File: src/rtl/lc3_datapath_gen2_pkg.sv
// Shared types for the second-generation LC-3 datapath: load/gate bit positions,
// mux selects, ALU ops, memory sequencer states and the condition-code reset value.
package lc3_datapath_gen2_pkg;

    // Bit positions inside the 8-bit ld strobe vector
    typedef enum logic [2:0] {
        LD_MAR = 3'd0,
        LD_MDR = 3'd1,
        LD_IR  = 3'd2,
        LD_BEN = 3'd3,
        LD_CC  = 3'd4,
        LD_REG = 3'd5,
        LD_PC  = 3'd6,
        LD_LED = 3'd7
    } ld_e;

    // Bit positions inside the 4-bit gate vector
    typedef enum logic [1:0] {
        GATE_PC     = 2'd0,
        GATE_MDR    = 2'd1,
        GATE_ALU    = 2'd2,
        GATE_MARMUX = 2'd3
    } gate_e;

    typedef enum logic [1:0] {
        PCMUX_PC_PLUS1 = 2'd0,
        PCMUX_ADDR_SUM = 2'd1,
        PCMUX_DATA_BUS = 2'd2
    } pcmux_e;

    typedef enum logic [1:0] {
        ADDR2_ZERO  = 2'd0,
        ADDR2_OFF6  = 2'd1,
        ADDR2_OFF9  = 2'd2,
        ADDR2_OFF11 = 2'd3
    } addr2_e;

    typedef enum logic [1:0] {
        ALUK_ADD   = 2'd0,
        ALUK_AND   = 2'd1,
        ALUK_NOT   = 2'd2,
        ALUK_PASSA = 2'd3
    } aluk_e;

    typedef enum logic [1:0] {
        SEQ_IDLE = 2'd0,
        SEQ_REQ  = 2'd1,
        SEQ_DONE = 2'd2,
        SEQ_ERR  = 2'd3
    } seq_state_e;

    // {N,Z,P} after reset: zero flag set
    localparam logic [2:0] CC_RESET = 3'b010;

    // True when more than one bus gate is asserted (clearing the lowest set bit leaves something)
    function automatic logic gate_conflict(input logic [3:0] g);
        return ((g & (g - 4'd1)) != 4'd0);
    endfunction

endpackage

File: src/rtl/lc3_datapath_gen2_if.sv
// Memory-bridge handshake between the datapath (master) and the memory/IO bridge (slave).
interface lc3_datapath_gen2_if #(
    parameter int DATA_W = 16
) ();
    logic              mem_req;
    logic              mem_wr;
    logic [DATA_W-1:0] mem_addr;
    logic [DATA_W-1:0] mem_wdata;
    logic [DATA_W-1:0] mem_rdata;
    logic              mem_ack;

    modport master (
        output mem_req, mem_wr, mem_addr, mem_wdata,
        input  mem_rdata, mem_ack
    );

    modport slave (
        input  mem_req, mem_wr, mem_addr, mem_wdata,
        output mem_rdata, mem_ack
    );
endinterface

File: src/rtl/lc3_datapath_gen2_mem_seq.sv
// Memory-access sequencer: IDLE -> REQ -> DONE -> IDLE, REQ -> ERR when the bridge
// stays silent for TIMEOUT_CYC cycles. Handshake outputs come straight from registers;
// mdr_capture tells the datapath to take mem_rdata at the acknowledging edge of a read.
module lc3_datapath_gen2_mem_seq
    import lc3_datapath_gen2_pkg::*;
#(
    parameter int TIMEOUT_CYC = 64
) (
    input  logic Clk,
    input  logic Reset,
    input  logic mem_start,
    input  logic mem_we,
    input  logic mem_ack,
    output logic mem_req,
    output logic mem_wr,
    output logic mem_done,
    output logic mem_busy,
    output logic mem_err,
    output logic mdr_capture
);
    localparam int CNT_W = $clog2(TIMEOUT_CYC);
    localparam logic [CNT_W-1:0] CNT_LAST = CNT_W'(TIMEOUT_CYC - 1);
    localparam logic [CNT_W-1:0] CNT_ONE  = CNT_W'(1);
    localparam logic [CNT_W-1:0] CNT_ZERO = {CNT_W{1'b0}};

    seq_state_e      state_r;
    seq_state_e      state_s;
    logic [CNT_W-1:0] cnt_r;
    logic            start_s;
    logic            wr_r;
    logic            req_r;
    logic            done_r;
    logic            busy_r;
    logic            err_r;

    // Next-state decode; a start is only honoured from IDLE
    always_comb begin
        state_s = state_r;
        start_s = 1'b0;
        case (state_r)
            SEQ_IDLE: begin
                if (mem_start) begin
                    state_s = SEQ_REQ;
                    start_s = 1'b1;
                end else begin
                    state_s = SEQ_IDLE;
                end
            end
            SEQ_REQ: begin
                if (mem_ack) begin
                    state_s = SEQ_DONE;
                end else if (cnt_r == CNT_LAST) begin
                    state_s = SEQ_ERR;
                end else begin
                    state_s = SEQ_REQ;
                end
            end
            SEQ_DONE: state_s = SEQ_IDLE;
            SEQ_ERR:  state_s = SEQ_IDLE;
            default:  state_s = SEQ_IDLE;
        endcase
    end

    // State, timeout counter, latched access type and registered handshake outputs
    always_ff @(posedge Clk) begin
        if (Reset) begin
            state_r <= SEQ_IDLE;
            cnt_r   <= CNT_ZERO;
            wr_r    <= 1'b0;
            req_r   <= 1'b0;
            done_r  <= 1'b0;
            busy_r  <= 1'b0;
            err_r   <= 1'b0;
        end else begin
            state_r <= state_s;
            if (start_s) begin
                wr_r  <= mem_we;
                cnt_r <= CNT_ZERO;
            end else if (state_r == SEQ_REQ) begin
                cnt_r <= cnt_r + CNT_ONE;
            end else begin
                cnt_r <= cnt_r;
            end
            req_r  <= (state_s == SEQ_REQ);
            done_r <= (state_s == SEQ_DONE) || (state_s == SEQ_ERR);
            busy_r <= (state_s == SEQ_REQ) || (state_s == SEQ_ERR);
            err_r  <= err_r || (state_s == SEQ_ERR);
        end
    end

    assign mem_req     = req_r;
    assign mem_wr      = wr_r;
    assign mem_done    = done_r;
    assign mem_busy    = busy_r;
    assign mem_err     = err_r;
    assign mdr_capture = (state_r == SEQ_REQ) && mem_ack && !wr_r;

endmodule

File: src/rtl/lc3_datapath_gen2.sv
// Second-generation LC-3 datapath: PC/IR/MAR/MDR, 8-entry register file, ALU, address
// adder, condition codes, BEN and LED latch, plus a handshaked memory sequencer.
// Optional build macro DP_BREAKPOINT_EN adds a sticky PC-load breakpoint comparator.
module lc3_datapath_gen2
    import lc3_datapath_gen2_pkg::*;
#(
    parameter int                DATA_W      = 16,
    parameter int                LED_W       = 12,
    parameter logic [DATA_W-1:0] PC_RESET    = {DATA_W{1'b0}},
    parameter int                TIMEOUT_CYC = 64
) (
    input  logic               Clk,
    input  logic               Reset,
    input  logic [7:0]         ld,
    input  logic [3:0]         gate,
    input  logic [1:0]         pcmux,
    input  logic [1:0]         addr2mux,
    input  logic [1:0]         aluk,
    input  logic               drmux,
    input  logic               sr1mux,
    input  logic               sr2mux,
    input  logic               addr1mux,
    input  logic               mem_start,
    input  logic               mem_we,
    lc3_datapath_gen2_if.master mem,
    output logic               mem_done,
    output logic               mem_busy,
    output logic               mem_err,
    output logic               bus_conflict,
    output logic [DATA_W-1:0]  IR,
    output logic [DATA_W-1:0]  MAR,
    output logic [DATA_W-1:0]  MDR,
    output logic [LED_W-1:0]   LED,
    output logic               BEN
`ifdef DP_BREAKPOINT_EN
    ,
    input  logic [DATA_W-1:0]  bp_addr,
    input  logic               bp_arm,
    output logic               bp_hit
`endif
);
    localparam logic [DATA_W-1:0] ZERO_W = {DATA_W{1'b0}};
    localparam logic [DATA_W-1:0] ONE_W  = {{(DATA_W-1){1'b0}}, 1'b1};

    logic [DATA_W-1:0] pc_r;
    logic [DATA_W-1:0] ir_r;
    logic [DATA_W-1:0] mar_r;
    logic [DATA_W-1:0] mdr_r;
    logic [LED_W-1:0]  led_r;
    logic              ben_r;
    logic [2:0]        cc_r;
    logic [DATA_W-1:0] regs_r [8];

    logic [2:0]        dr_s;
    logic [2:0]        sr1_s;
    logic [DATA_W-1:0] sr1_val_s;
    logic [DATA_W-1:0] sr2_val_s;
    logic [DATA_W-1:0] imm5_s;
    logic [DATA_W-1:0] off6_s;
    logic [DATA_W-1:0] off9_s;
    logic [DATA_W-1:0] off11_s;
    logic [DATA_W-1:0] alu_b_s;
    logic [DATA_W-1:0] alu_s;
    logic [DATA_W-1:0] addr1_s;
    logic [DATA_W-1:0] addr2_s;
    logic [DATA_W-1:0] addr_sum_s;
    logic [DATA_W-1:0] pc_plus1_s;
    logic [DATA_W-1:0] pc_next_s;
    logic [DATA_W-1:0] bus_s;
    logic [2:0]        cc_next_s;
    logic              ben_next_s;
    logic              seq_req_s;
    logic              mdr_capture_s;

    lc3_datapath_gen2_mem_seq #(
        .TIMEOUT_CYC (TIMEOUT_CYC)
    ) u_mem_seq (
        .Clk         (Clk),
        .Reset       (Reset),
        .mem_start   (mem_start),
        .mem_we      (mem_we),
        .mem_ack     (mem.mem_ack),
        .mem_req     (seq_req_s),
        .mem_wr      (mem.mem_wr),
        .mem_done    (mem_done),
        .mem_busy    (mem_busy),
        .mem_err     (mem_err),
        .mdr_capture (mdr_capture_s)
    );

    assign mem.mem_req   = seq_req_s;
    assign mem.mem_addr  = mar_r;
    assign mem.mem_wdata = mdr_r;

    // IR field decode: DR is IR[11:9] or R7; SR1 is IR[11:9] (sr1mux=0) or IR[8:6]
    assign dr_s      = drmux ? 3'd7 : ir_r[11:9];
    assign sr1_s     = sr1mux ? ir_r[8:6] : ir_r[11:9];
    assign sr1_val_s = regs_r[sr1_s];
    assign sr2_val_s = regs_r[ir_r[2:0]];

    assign imm5_s  = {{(DATA_W-5){ir_r[4]}},  ir_r[4:0]};
    assign off6_s  = {{(DATA_W-6){ir_r[5]}},  ir_r[5:0]};
    assign off9_s  = {{(DATA_W-9){ir_r[8]}},  ir_r[8:0]};
    assign off11_s = {{(DATA_W-11){ir_r[10]}}, ir_r[10:0]};

    assign alu_b_s = sr2mux ? imm5_s : sr2_val_s;

    // ALU operation select
    always_comb begin
        alu_s = ZERO_W;
        case (aluk)
            ALUK_ADD:   alu_s = sr1_val_s + alu_b_s;
            ALUK_AND:   alu_s = sr1_val_s & alu_b_s;
            ALUK_NOT:   alu_s = ~sr1_val_s;
            ALUK_PASSA: alu_s = sr1_val_s;
            default:    alu_s = ZERO_W;
        endcase
    end

    // Address adder operand select; sum wraps modulo 2^DATA_W
    always_comb begin
        addr2_s = ZERO_W;
        case (addr2mux)
            ADDR2_ZERO:  addr2_s = ZERO_W;
            ADDR2_OFF6:  addr2_s = off6_s;
            ADDR2_OFF9:  addr2_s = off9_s;
            ADDR2_OFF11: addr2_s = off11_s;
            default:     addr2_s = ZERO_W;
        endcase
    end

    assign addr1_s    = addr1mux ? sr1_val_s : pc_r;
    assign addr_sum_s = addr1_s + addr2_s;
    assign pc_plus1_s = pc_r + ONE_W;

    // Bus driver: exactly one gate selects a source, anything else floats to zero
    always_comb begin
        bus_s = ZERO_W;
        case (gate)
            4'b0001: bus_s = pc_r;
            4'b0010: bus_s = mdr_r;
            4'b0100: bus_s = alu_s;
            4'b1000: bus_s = addr_sum_s;
            default: bus_s = ZERO_W;
        endcase
    end

    assign bus_conflict = gate_conflict(gate);

    // PC source select; the unused encoding holds PC
    always_comb begin
        pc_next_s = pc_r;
        case (pcmux)
            PCMUX_PC_PLUS1: pc_next_s = pc_plus1_s;
            PCMUX_ADDR_SUM: pc_next_s = addr_sum_s;
            PCMUX_DATA_BUS: pc_next_s = bus_s;
            default:        pc_next_s = pc_r;
        endcase
    end

    // Signed condition codes from the bus; exactly one of N/Z/P is always set
    always_comb begin
        cc_next_s[2] = bus_s[DATA_W-1];
        cc_next_s[1] = (bus_s == ZERO_W);
        cc_next_s[0] = !bus_s[DATA_W-1] && (bus_s != ZERO_W);
    end

    assign ben_next_s = (ir_r[11] & cc_r[2]) | (ir_r[10] & cc_r[1]) | (ir_r[9] & cc_r[0]);

    // Architectural registers; MAR frozen while the sequencer is busy, MDR owned by a read ack
    always_ff @(posedge Clk) begin
        if (Reset) begin
            pc_r  <= PC_RESET;
            ir_r  <= ZERO_W;
            mar_r <= {DATA_W{1'b1}};
            mdr_r <= ZERO_W;
            led_r <= {LED_W{1'b0}};
            ben_r <= 1'b0;
            cc_r  <= CC_RESET;
        end else begin
            if (ld[LD_PC]) pc_r <= pc_next_s;
            else           pc_r <= pc_r;
            if (ld[LD_IR]) ir_r <= bus_s;
            else           ir_r <= ir_r;
            if (ld[LD_MAR] && !mem_busy) mar_r <= bus_s;
            else                         mar_r <= mar_r;
            if (mdr_capture_s)                   mdr_r <= mem.mem_rdata;
            else if (ld[LD_MDR] && !seq_req_s)   mdr_r <= bus_s;
            else                                 mdr_r <= mdr_r;
            if (ld[LD_LED]) led_r <= ir_r[LED_W-1:0];
            else            led_r <= led_r;
            if (ld[LD_BEN]) ben_r <= ben_next_s;
            else            ben_r <= ben_r;
            if (ld[LD_CC])  cc_r <= cc_next_s;
            else            cc_r <= cc_r;
        end
    end

    // Register file write port; reads above see the pre-edge contents
    always_ff @(posedge Clk) begin
        if (Reset) begin
            for (int i = 0; i < 8; i++) begin
                regs_r[i] <= ZERO_W;
            end
        end else if (ld[LD_REG]) begin
            regs_r[dr_s] <= bus_s;
        end else begin
            regs_r[dr_s] <= regs_r[dr_s];
        end
    end

    assign IR  = ir_r;
    assign MAR = mar_r;
    assign MDR = mdr_r;
    assign LED = led_r;
    assign BEN = ben_r;

`ifdef DP_BREAKPOINT_EN
    logic bp_hit_r;

    // Sticky hit when an armed PC load writes the breakpoint address
    always_ff @(posedge Clk) begin
        if (Reset || !bp_arm) begin
            bp_hit_r <= 1'b0;
        end else if (ld[LD_PC] && (pc_next_s == bp_addr)) begin
            bp_hit_r <= 1'b1;
        end else begin
            bp_hit_r <= bp_hit_r;
        end
    end

    assign bp_hit = bp_hit_r;
`endif

endmodule

File: src/flat_wrapper.sv
// flat-port wrapper written by rule: the top's interface ports become plain ports
module lc3_datapath_gen2_flat import lc3_datapath_gen2_pkg::*;
#(
    parameter int                DATA_W      = 16,
    parameter int                LED_W       = 12,
    parameter logic [DATA_W-1:0] PC_RESET    = {DATA_W{1'b0}},
    parameter int                TIMEOUT_CYC = 64
)
  (Clk, Reset, ld, gate, pcmux, addr2mux, aluk, drmux, sr1mux, sr2mux, addr1mux, mem_start, mem_we, mem_done, mem_busy, mem_err, bus_conflict, IR, MAR, MDR, LED, BEN, mem_mem_req, mem_mem_wr, mem_mem_addr, mem_mem_wdata, mem_mem_rdata, mem_mem_ack);
  lc3_datapath_gen2_if #(.DATA_W(DATA_W)) mem_i ();
  input  logic Clk;
  input  logic Reset;
  input  logic [7:0] ld;
  input  logic [3:0] gate;
  input  logic [1:0] pcmux;
  input  logic [1:0] addr2mux;
  input  logic [1:0] aluk;
  input  logic drmux;
  input  logic sr1mux;
  input  logic sr2mux;
  input  logic addr1mux;
  input  logic mem_start;
  input  logic mem_we;
  output logic mem_done;
  output logic mem_busy;
  output logic mem_err;
  output logic bus_conflict;
  output logic [DATA_W-1:0] IR;
  output logic [DATA_W-1:0] MAR;
  output logic [DATA_W-1:0] MDR;
  output logic [LED_W-1:0] LED;
  output logic BEN;
  output wire logic [$bits(mem_i.mem_req)-1:0] mem_mem_req;
  output wire logic [$bits(mem_i.mem_wr)-1:0] mem_mem_wr;
  output wire logic [$bits(mem_i.mem_addr)-1:0] mem_mem_addr;
  output wire logic [$bits(mem_i.mem_wdata)-1:0] mem_mem_wdata;
  input wire logic [$bits(mem_i.mem_rdata)-1:0] mem_mem_rdata;
  input wire logic [$bits(mem_i.mem_ack)-1:0] mem_mem_ack;
  assign mem_mem_req = mem_i.mem_req;
  assign mem_mem_wr = mem_i.mem_wr;
  assign mem_mem_addr = mem_i.mem_addr;
  assign mem_mem_wdata = mem_i.mem_wdata;
  assign mem_i.mem_rdata = mem_mem_rdata;
  assign mem_i.mem_ack = mem_mem_ack;
  lc3_datapath_gen2 #(.DATA_W(DATA_W), .LED_W(LED_W), .PC_RESET(PC_RESET), .TIMEOUT_CYC(TIMEOUT_CYC)) u_core (.Clk(Clk), .Reset(Reset), .ld(ld), .gate(gate), .pcmux(pcmux), .addr2mux(addr2mux), .aluk(aluk), .drmux(drmux), .sr1mux(sr1mux), .sr2mux(sr2mux), .addr1mux(addr1mux), .mem_start(mem_start), .mem_we(mem_we), .mem(mem_i), .mem_done(mem_done), .mem_busy(mem_busy), .mem_err(mem_err), .bus_conflict(bus_conflict), .IR(IR), .MAR(MAR), .MDR(MDR), .LED(LED), .BEN(BEN));
endmodule
File: config.mk
export PLATFORM = sky130hd
export DESIGN_NAME = lc3_datapath_gen2_flat
export DESIGN_NICKNAME = d
export VERILOG_FILES = /design/src/rtl/lc3_datapath_gen2_pkg.sv /design/src/rtl/lc3_datapath_gen2_if.sv /design/src/rtl/lc3_datapath_gen2_mem_seq.sv /design/src/rtl/lc3_datapath_gen2.sv /design/src/flat_wrapper.sv
export SDC_FILE = /design/constraint.sdc
export NUM_CORES = 1
export LEC_CHECK = 0
export BUFFER_PORTS_ARGS = -buffer_cell sky130_fd_sc_hd__buf_2
export CAP_MARGIN = 20
export CORE_MARGIN = 2
export CORE_UTILIZATION = 50
export CTS_BUF_LIST = sky130_fd_sc_hd__clkbuf_8 sky130_fd_sc_hd__clkbuf_16
export DETAILED_ROUTE_END_ITERATION = 8
export PLACE_DENSITY = 0.72
export SYNTH_ARGS = -nofsm -noshare
export SYNTH_HDL_FRONTEND = slang
export SYNTH_SLANG_ARGS = --single-unit
File: constraint.sdc
create_clock -name Clk -period 6 [get_ports Clk]
set_input_delay 1.2 -clock Clk [delete_from_list [all_inputs] [get_ports Clk]]
set_output_delay 1.2 -clock Clk [all_outputs]
set_load 0.02 [all_outputs]
==> results of run 1 <==
## kinds of logic (layout without fill, tap and decap cells)
group                    count (synthesis)  count (layout)  share of synthesized area, %
AO/OA/AOI/OAI                          422             422                          20.1
XOR/XNOR                                43              43                          2.61
adder cells (fa/ha/maj)                 37              37                          3.24
buffers and inverters                  190             316                          6.56
flip-flops                             223             223                          39.8
multiplexers                            87              87                          9.03
AND/OR/NAND/NOR                        596             596                          18.7
## area by class of cell
class	count	area [um^2]	share of cell area (%)
Timing Repair Buffer	222	1430	8.69
Clock buffer	28	689	4.18
Multi-Input combinational cell	1185	7760	47.1
Sequential cell	223	5750	34.9
Clock inverter	20	198	1.20
Inverter	46	173	1.05
Tap cell	384	480	2.92
## worst max path at each step
stage                     cells after the start  slack (ns)                     endpoint   start
after floorplan                              22        0.05  u_core.cc_r[1]$_SDFFE_PP1P_  sr1mux
after CTS                                    21        0.59  u_core.cc_r[1]$_SDFFE_PP1P_  sr1mux
after detailed placement                     21        0.03  u_core.cc_r[1]$_SDFFE_PP1P_  sr1mux
final                                        21        0.54  u_core.cc_r[1]$_SDFFE_PP1P_  sr1mux
after global placement                       20        0.09  u_core.cc_r[1]$_SDFFE_PP1P_  sr1mux
after global routing                         22        0.19  u_core.cc_r[1]$_SDFFE_PP1P_  sr1mux
## layout by cell type (no fill, tap or decap), types with 9 or more instances in the layout
master     synthesis  layout
o31a_1             9       9
nor2_1           304     303
mux2i_1           38      38
a21o_1            17      17
a31oi_1           12      12
dfxtp_1           95      94
a211o_1           17      17
buf_2             10     140
ha_1              35      35
clkbuf_16          0      27
mux2_2            16      16
xor2_1             9       9
edfxtp_1         128     128
inv_1             43      50
o21bai_1          10      10
o21a_1             9       9
buf_4             39      71
o21ai_0           63      63
a211oi_1          50      50
and2_1            12      12
nand3_1           23      23
a22oi_1            9       9
a21oi_1          108     108
nor3_1            18      18
a222oi_1          10      10
nand2_1          113     113
mux4_2            31      31
nand2b_1          35      35
o22ai_1           18      18
xnor2_1           34      34
nor2b_1           35      34
## critical path: cells and delay by family
kind	cells	cell delay [ns]
AOI/OAI and AO/OA	7	1.53
adders and majority gates	2	0.69
buffers and inverters	2	0.29
muxes	4	1.08
and+or+nand+nor	6	1.09
## per-stage QoR
stage / setup slack, ns / std cells
6_report: 0.539 / 2108
5_1_grt: 0.194 / 2108
4_1_cts: 0.586 / 2101
3_5_place_dp: 0.0310 / 2053
3_3_place_gp: 0.0921 / 2052
2_1_floorplan: 0.0466 / 1598
## sequential cells by signal, summed over array words and instances, names as in the netlist, 2 cells and up, named ones only
signal                    count
u_core.IR                    16
u_core.MAR                   16
u_core.cc_r                   3
u_core.pc_r                  16
u_core.regs_r               128
u_core.u_mem_seq.cnt_r        6
u_core.u_mem_seq.state_r      2
u_core.LED                   12
u_core.MDR                   16
## metal layers
layer / vias to the layer above / track usage (%) / wire length [um]
met1: 6375 / 42.5 / 19400
met5: - / 2.08 / 90
met4: 2 / 13.6 / 2180
li1: 6002 / - / -
met3: 165 / 5.80 / 5280
met2: 840 / 46.8 / 20700
## power by group through the flow
stage	logic, mW	registers, mW	clock network (mW)
2_1_floorplan	0.697	1.80	0
3_3_place_gp	0.990	1.79	0
3_5_place_dp	0.999	1.80	0
4_1_cts	1.00	1.77	1.66
5_1_grt	1.12	1.77	1.72
6_report	1.03	1.77	1.65
==> impl_metrics.yaml, run 1 <==
setup_path:
  start_kind: "input pin"
  worstPathArrival_ns: 5.90
  reg2reg_from: "u_core.IR[6]$_SDFFE_PP0P_"
  worstSetupPathType: "in -> reg"
  reg2reg_depth: 19
  end_kind: "flop"
  cpPeakStageDelay_ns: 0.54
  crit_required_ns: 6.43
  crit_slowest_cell: "or4_1"
  reg2reg_to: "u_core.regs_r[0][15]$_SDFFCE_PN0P_"
  worstPathMaxFanout: 5
  path_cells: "buf_2 -> buf_4 -> mux2i_1 -> mux4_2 -> a21o_1 -> mux2_2 -> ha_1 -> fa_1 -> a21o_1 -> a21oi_1 -> o21bai_1 -> nand2_1 -> a211oi_1 -> or4_1 -> a31oi_1 -> nor3_1 -> mux2i_1 -> nand2_1 -> nand4_1 -> nor3_2 -> a311o_1"
  r2r_setup_slack_ns: 0.69
placement:
  globalplace.congestion: 0.998
  place.detailed.hpwl_mm: 33.0
  placement.io_buffers: 141
  place_area_um2: 15500
die:
  initial_core_util_pct: 50.6
  fp.coreArea_um2: 28500
  die_h_um: 174
  die-area_um2: 30200
  die_w_um: 174
  fp-row-count: 62
  io_pins: 142
global_route:
  antenna_found_initial: 0
  track_usage_pct: 30.7
  grt_max_degree: 87
  grt_overflow_total: 0
  grt_pass1_vias: 12500
  grt_pass1_wl_mm: 72.1
power_and_ir_drop:
  comb_power_share_pct: 23.2
  seqPwrFrac_pct: 39.7
  p_int_mw: 3.06
  p_sw_share_pct: 31.3
  power_frac_clock_pct: 37.0
  total_power_mw: 4.45
  ir_drop_mv: 0.192
  p_sw_mw: 1.39
  power_density_nw_per_um2: 270
  leakagePower_nw: 6.42
detailed_routing:
  routed_via_density: 6.35
  first_pass_iters: 6
  dr_total_vias: 13400
  post_drt_wl_per_cell_um: 22.6
  drc: 0
  ant_nets: 0
  drt_iter0_markers: 1565
  wl_mm: 47.7
min_path:
  hold_path.class: "reg -> reg"
  holdPathEnd: "u_core.u_mem_seq.mem_err$_SDFF_PP0_"
  hold_start: "u_core.u_mem_seq.mem_err$_SDFF_PP0_"
  hold_depth: 2
clocking:
  path_clk_slew_ns: 0.06
  cts_setup_buffers: 0
  htreeDepth: 1
  tritoncts: "yes"
  clock-sinks: 223
  clock_path_buffers: 3
  insertion_delay_ns: 0.55
  cts_resized: 0
  ctsHoldBuffers: 0
  cts_root_buf: "clkbuf_16"
  cts_buffers: 26
logic_synthesis:
  avgSynthCellArea_um2: 9.03
  synth_cell_type_count: 85
  yosys.area.top_type_share_pct: 26.6
  synth-main-ff-cell: "edfxtp_1"
  async_reset_ff_share_pct: 0
  synth-seq-cells: 223
  yosysMostFrequentCell: "nor2_1"
  synth_cells: 1598
  synthTopCellsByArea: "edfxtp_1 (27%), dfxtp_1 (13%), nor2_1 (7.9%), mux4_2 (4.8%), a21oi_1 (3.7%)"
  synth_top_area_cell: "edfxtp_1"
  synth_nets: 1677
  netlist_area_um2: 14400
  yosysWarnings: 0
  seq_area_frac_synth_pct: 39.8
  synth_common_cells: "nor2_1 (304), edfxtp_1 (128), nand2_1 (113)"
  synth_edf_count: 128
sta:
  max_clock_freq_mhz: 183
  setup_violations: 0
  layout_min_cycle_time_ns: 5.46
  rsz0062_at_grt: "false"
  worst_pin_slew_ns: 1.25
  setup_tns_ns: 0
  whs_ns: 0.476
  hold_viol: 0
  drv_slew: 0
  maxSlewHeadroom_pct: 17.0
  fin_crit_sh_pct: 91.0
  fin_skew_ns: 0.0165
cells_and_area:
  n_fill_cell: 2564
  area_delta_synth_final_pct: 14.2
  diodes: 0
  nets: 1783
  final_util_pct: 57.7
  fin_area_um2: 16500
  final_layout_size_suffix_gt1_share_pct: 19.5
outcome:
  status: "completed"
run:
  cap_violations: 0
No activity file was read; power rests on OpenSTA's default activity.
==> run 2: changes to the inputs <==
CORE_MARGIN = 10   (was 2)
MAX_ROUTING_LAYER = met4   (was default)
==> run 2 against run 1 <==
Cell count barely moved. Clock power is 6% lower. Core utilization fell by 0.19 points. Clock skew about the same. Critical endpoint unchanged. Largest cell class unchanged.
==> impl_metrics.yaml, run 2 (synthesis gave the netlist of run 1 again) <==
cells_and_area:
  diodes: 0
  fin_area_um2: 16500
  n_fill_cell: 2559
  nets: 1787
  final_layout_size_suffix_gt1_share_pct: 19.5
  top_register: "u_core.regs_r"
  final_common_cell: "nor2_1"
  largest_register_ffs: 128
  layout_common_cells: "nor2_1 (303), buf_2 (140), edfxtp_1 (128)"
  area_delta_synth_final_pct: 14.1
die:
  die-area_um2: 36100
  fp-row-count: 62
  initial_core_util_pct: 50.4
  io_pins: 142
  die_w_um: 190
  fp.coreArea_um2: 28600
  die_h_um: 190
clocking:
  ctsHoldBuffers: 0
  cts_setup_buffers: 0
  clock_path_buffers: 3
  cts_resized: 0
  path_clk_slew_ns: 0.07
  cts_buffers: 25
  tritoncts: "yes"
  insertion_delay_ns: 0.56
  htreeDepth: 1
  clock-sinks: 223
  cts_root_buf: "clkbuf_16"
sta:
  setup_tns_ns: 0
  whs_ns: 0.480
  layout_min_cycle_time_ns: 5.63
  fin_crit_sh_pct: 93.8
  rsz0062_at_grt: "false"
  drv_slew: 0
  maxSlewHeadroom_pct: 30.5
  setup_violations: 0
  worst_pin_slew_ns: 1.04
  max_clock_freq_mhz: 178
  fin_skew_ns: 0.0169
  hold_viol: 0
power_and_ir_drop:
  total_power_mw: 4.37
  seqPwrFrac_pct: 40.6
  comb_power_share_pct: 23.8
  ir_drop_mv: 0.200
  power_density_nw_per_um2: 265
  p_int_mw: 2.99
  p_sw_share_pct: 31.7
  p_sw_mw: 1.38
  leakagePower_nw: 6.41
  power_frac_clock_pct: 35.6
detailed_routing:
  routed_via_density: 6.36
  wl_mm: 50.7
  dr_total_vias: 13400
  drt_iter0_markers: 1684
  post_drt_wl_per_cell_um: 24.0
  first_pass_iters: 8
  drc: 0
  ant_nets: 0
setup_path:
  worstSetupPathType: "reg -> reg"
  end_kind: "flop"
  worstPathMaxFanout: 12
  worstPathArrival_ns: 6.08
  start_kind: "flop"
  crit_required_ns: 6.45
placement:
  place_area_um2: 15500
  place.detailed.hpwl_mm: 35.8
  globalplace.congestion: 1.00
  placement.io_buffers: 141
outcome:
  status: "completed"
global_route:
  grt_pass1_wl_mm: 76.3
  grt_max_degree: 86
  grt_pass1_vias: 12900
  track_usage_pct: 27.7
  antenna_found_initial: 1
  grt_overflow_total: 0
min_path:
  hold_path.class: "reg -> reg"
run:
  cap_violations: 0
run 2: cell type report:
type / instances / area, um^2 / area share [%]
clock buffers: 25 / 626 / 3.80
clock inverters: 20 / 190 / 1.15
inverters: 46 / 173 / 1.05
multi-input cells: 1185 / 7760 / 47.1
flip-flops and latches: 223 / 5750 / 34.9
well taps: 384 / 480 / 2.92
repair buffers: 227 / 1490 / 9.07
run 2: worst paths after layout:
path	depth (start not counted)	to	slack (ns)	from
hold / removal	1	u_core.MAR[0]$_SDFFE_PP1P_	0.48	u_core.MAR[0]$_SDFFE_PP1P_
setup / recovery	18	u_core.cc_r[1]$_SDFFE_PP1P_	0.37	u_core.IR[6]$_SDFFE_PP0P_
setup reg to reg	18	u_core.cc_r[1]$_SDFFE_PP1P_	0.37	u_core.IR[6]$_SDFFE_PP0P_
hold reg to reg	1	u_core.MAR[0]$_SDFFE_PP1P_	0.48	u_core.MAR[0]$_SDFFE_PP1P_
run 2: worst max-delay path, cell delays in order (launching register included):
cell,delay [ns]
dfxtp_1,0.82
clkinv_1,0.66
nor2_1,0.24
o22ai_1,0.10
o21ai_0,0.31
and2_1,0.28
a21oi_1,0.10
ha_1,0.26
or4_1,0.59
nor2_1,0.15
a211oi_1,0.13
or4_1,0.54
a31oi_1,0.37
nor3_1,0.10
mux2i_1,0.20
nand2_1,0.12
nand4_1,0.14
nor3_2,0.06
a311o_1,0.35
run 2: power groups by stage:
stage / clock network, mW / logic, mW / registers [mW]
global route: 1.63 / 1.12 / 1.78
floorplan: 0 / 0.697 / 1.80
CTS: 1.57 / 1.01 / 1.77
finish: 1.55 / 1.04 / 1.78
detailed placement: 0 / 1.01 / 1.80
global placement: 0 / 0.995 / 1.80
run 2: metal layers:
metal / vias up / GRT usage [%] / routed length [um]
li1: 6006 / - / -
met1: 6483 / 37.3 / 20800
met2: 790 / 41.7 / 22900
met3: 133 / 4.23 / 5290
met4: 0 / 9.65 / 1670
met5: - / - / 0
run 2: stage by stage:
step | worst slack (ns) | instances | utilization [%]
5_1_grt | 0.0397 | 2110 | 57.5
3_5_place_dp | 0.0482 | 2060 | 54.3
4_1_cts | 0.568 | 2105 | 57.1
3_3_place_gp | 0.127 | 2057 | 54.2
2_1_floorplan | 0.0466 | 1598 | -
6_report | 0.372 | 2110 | 57.5
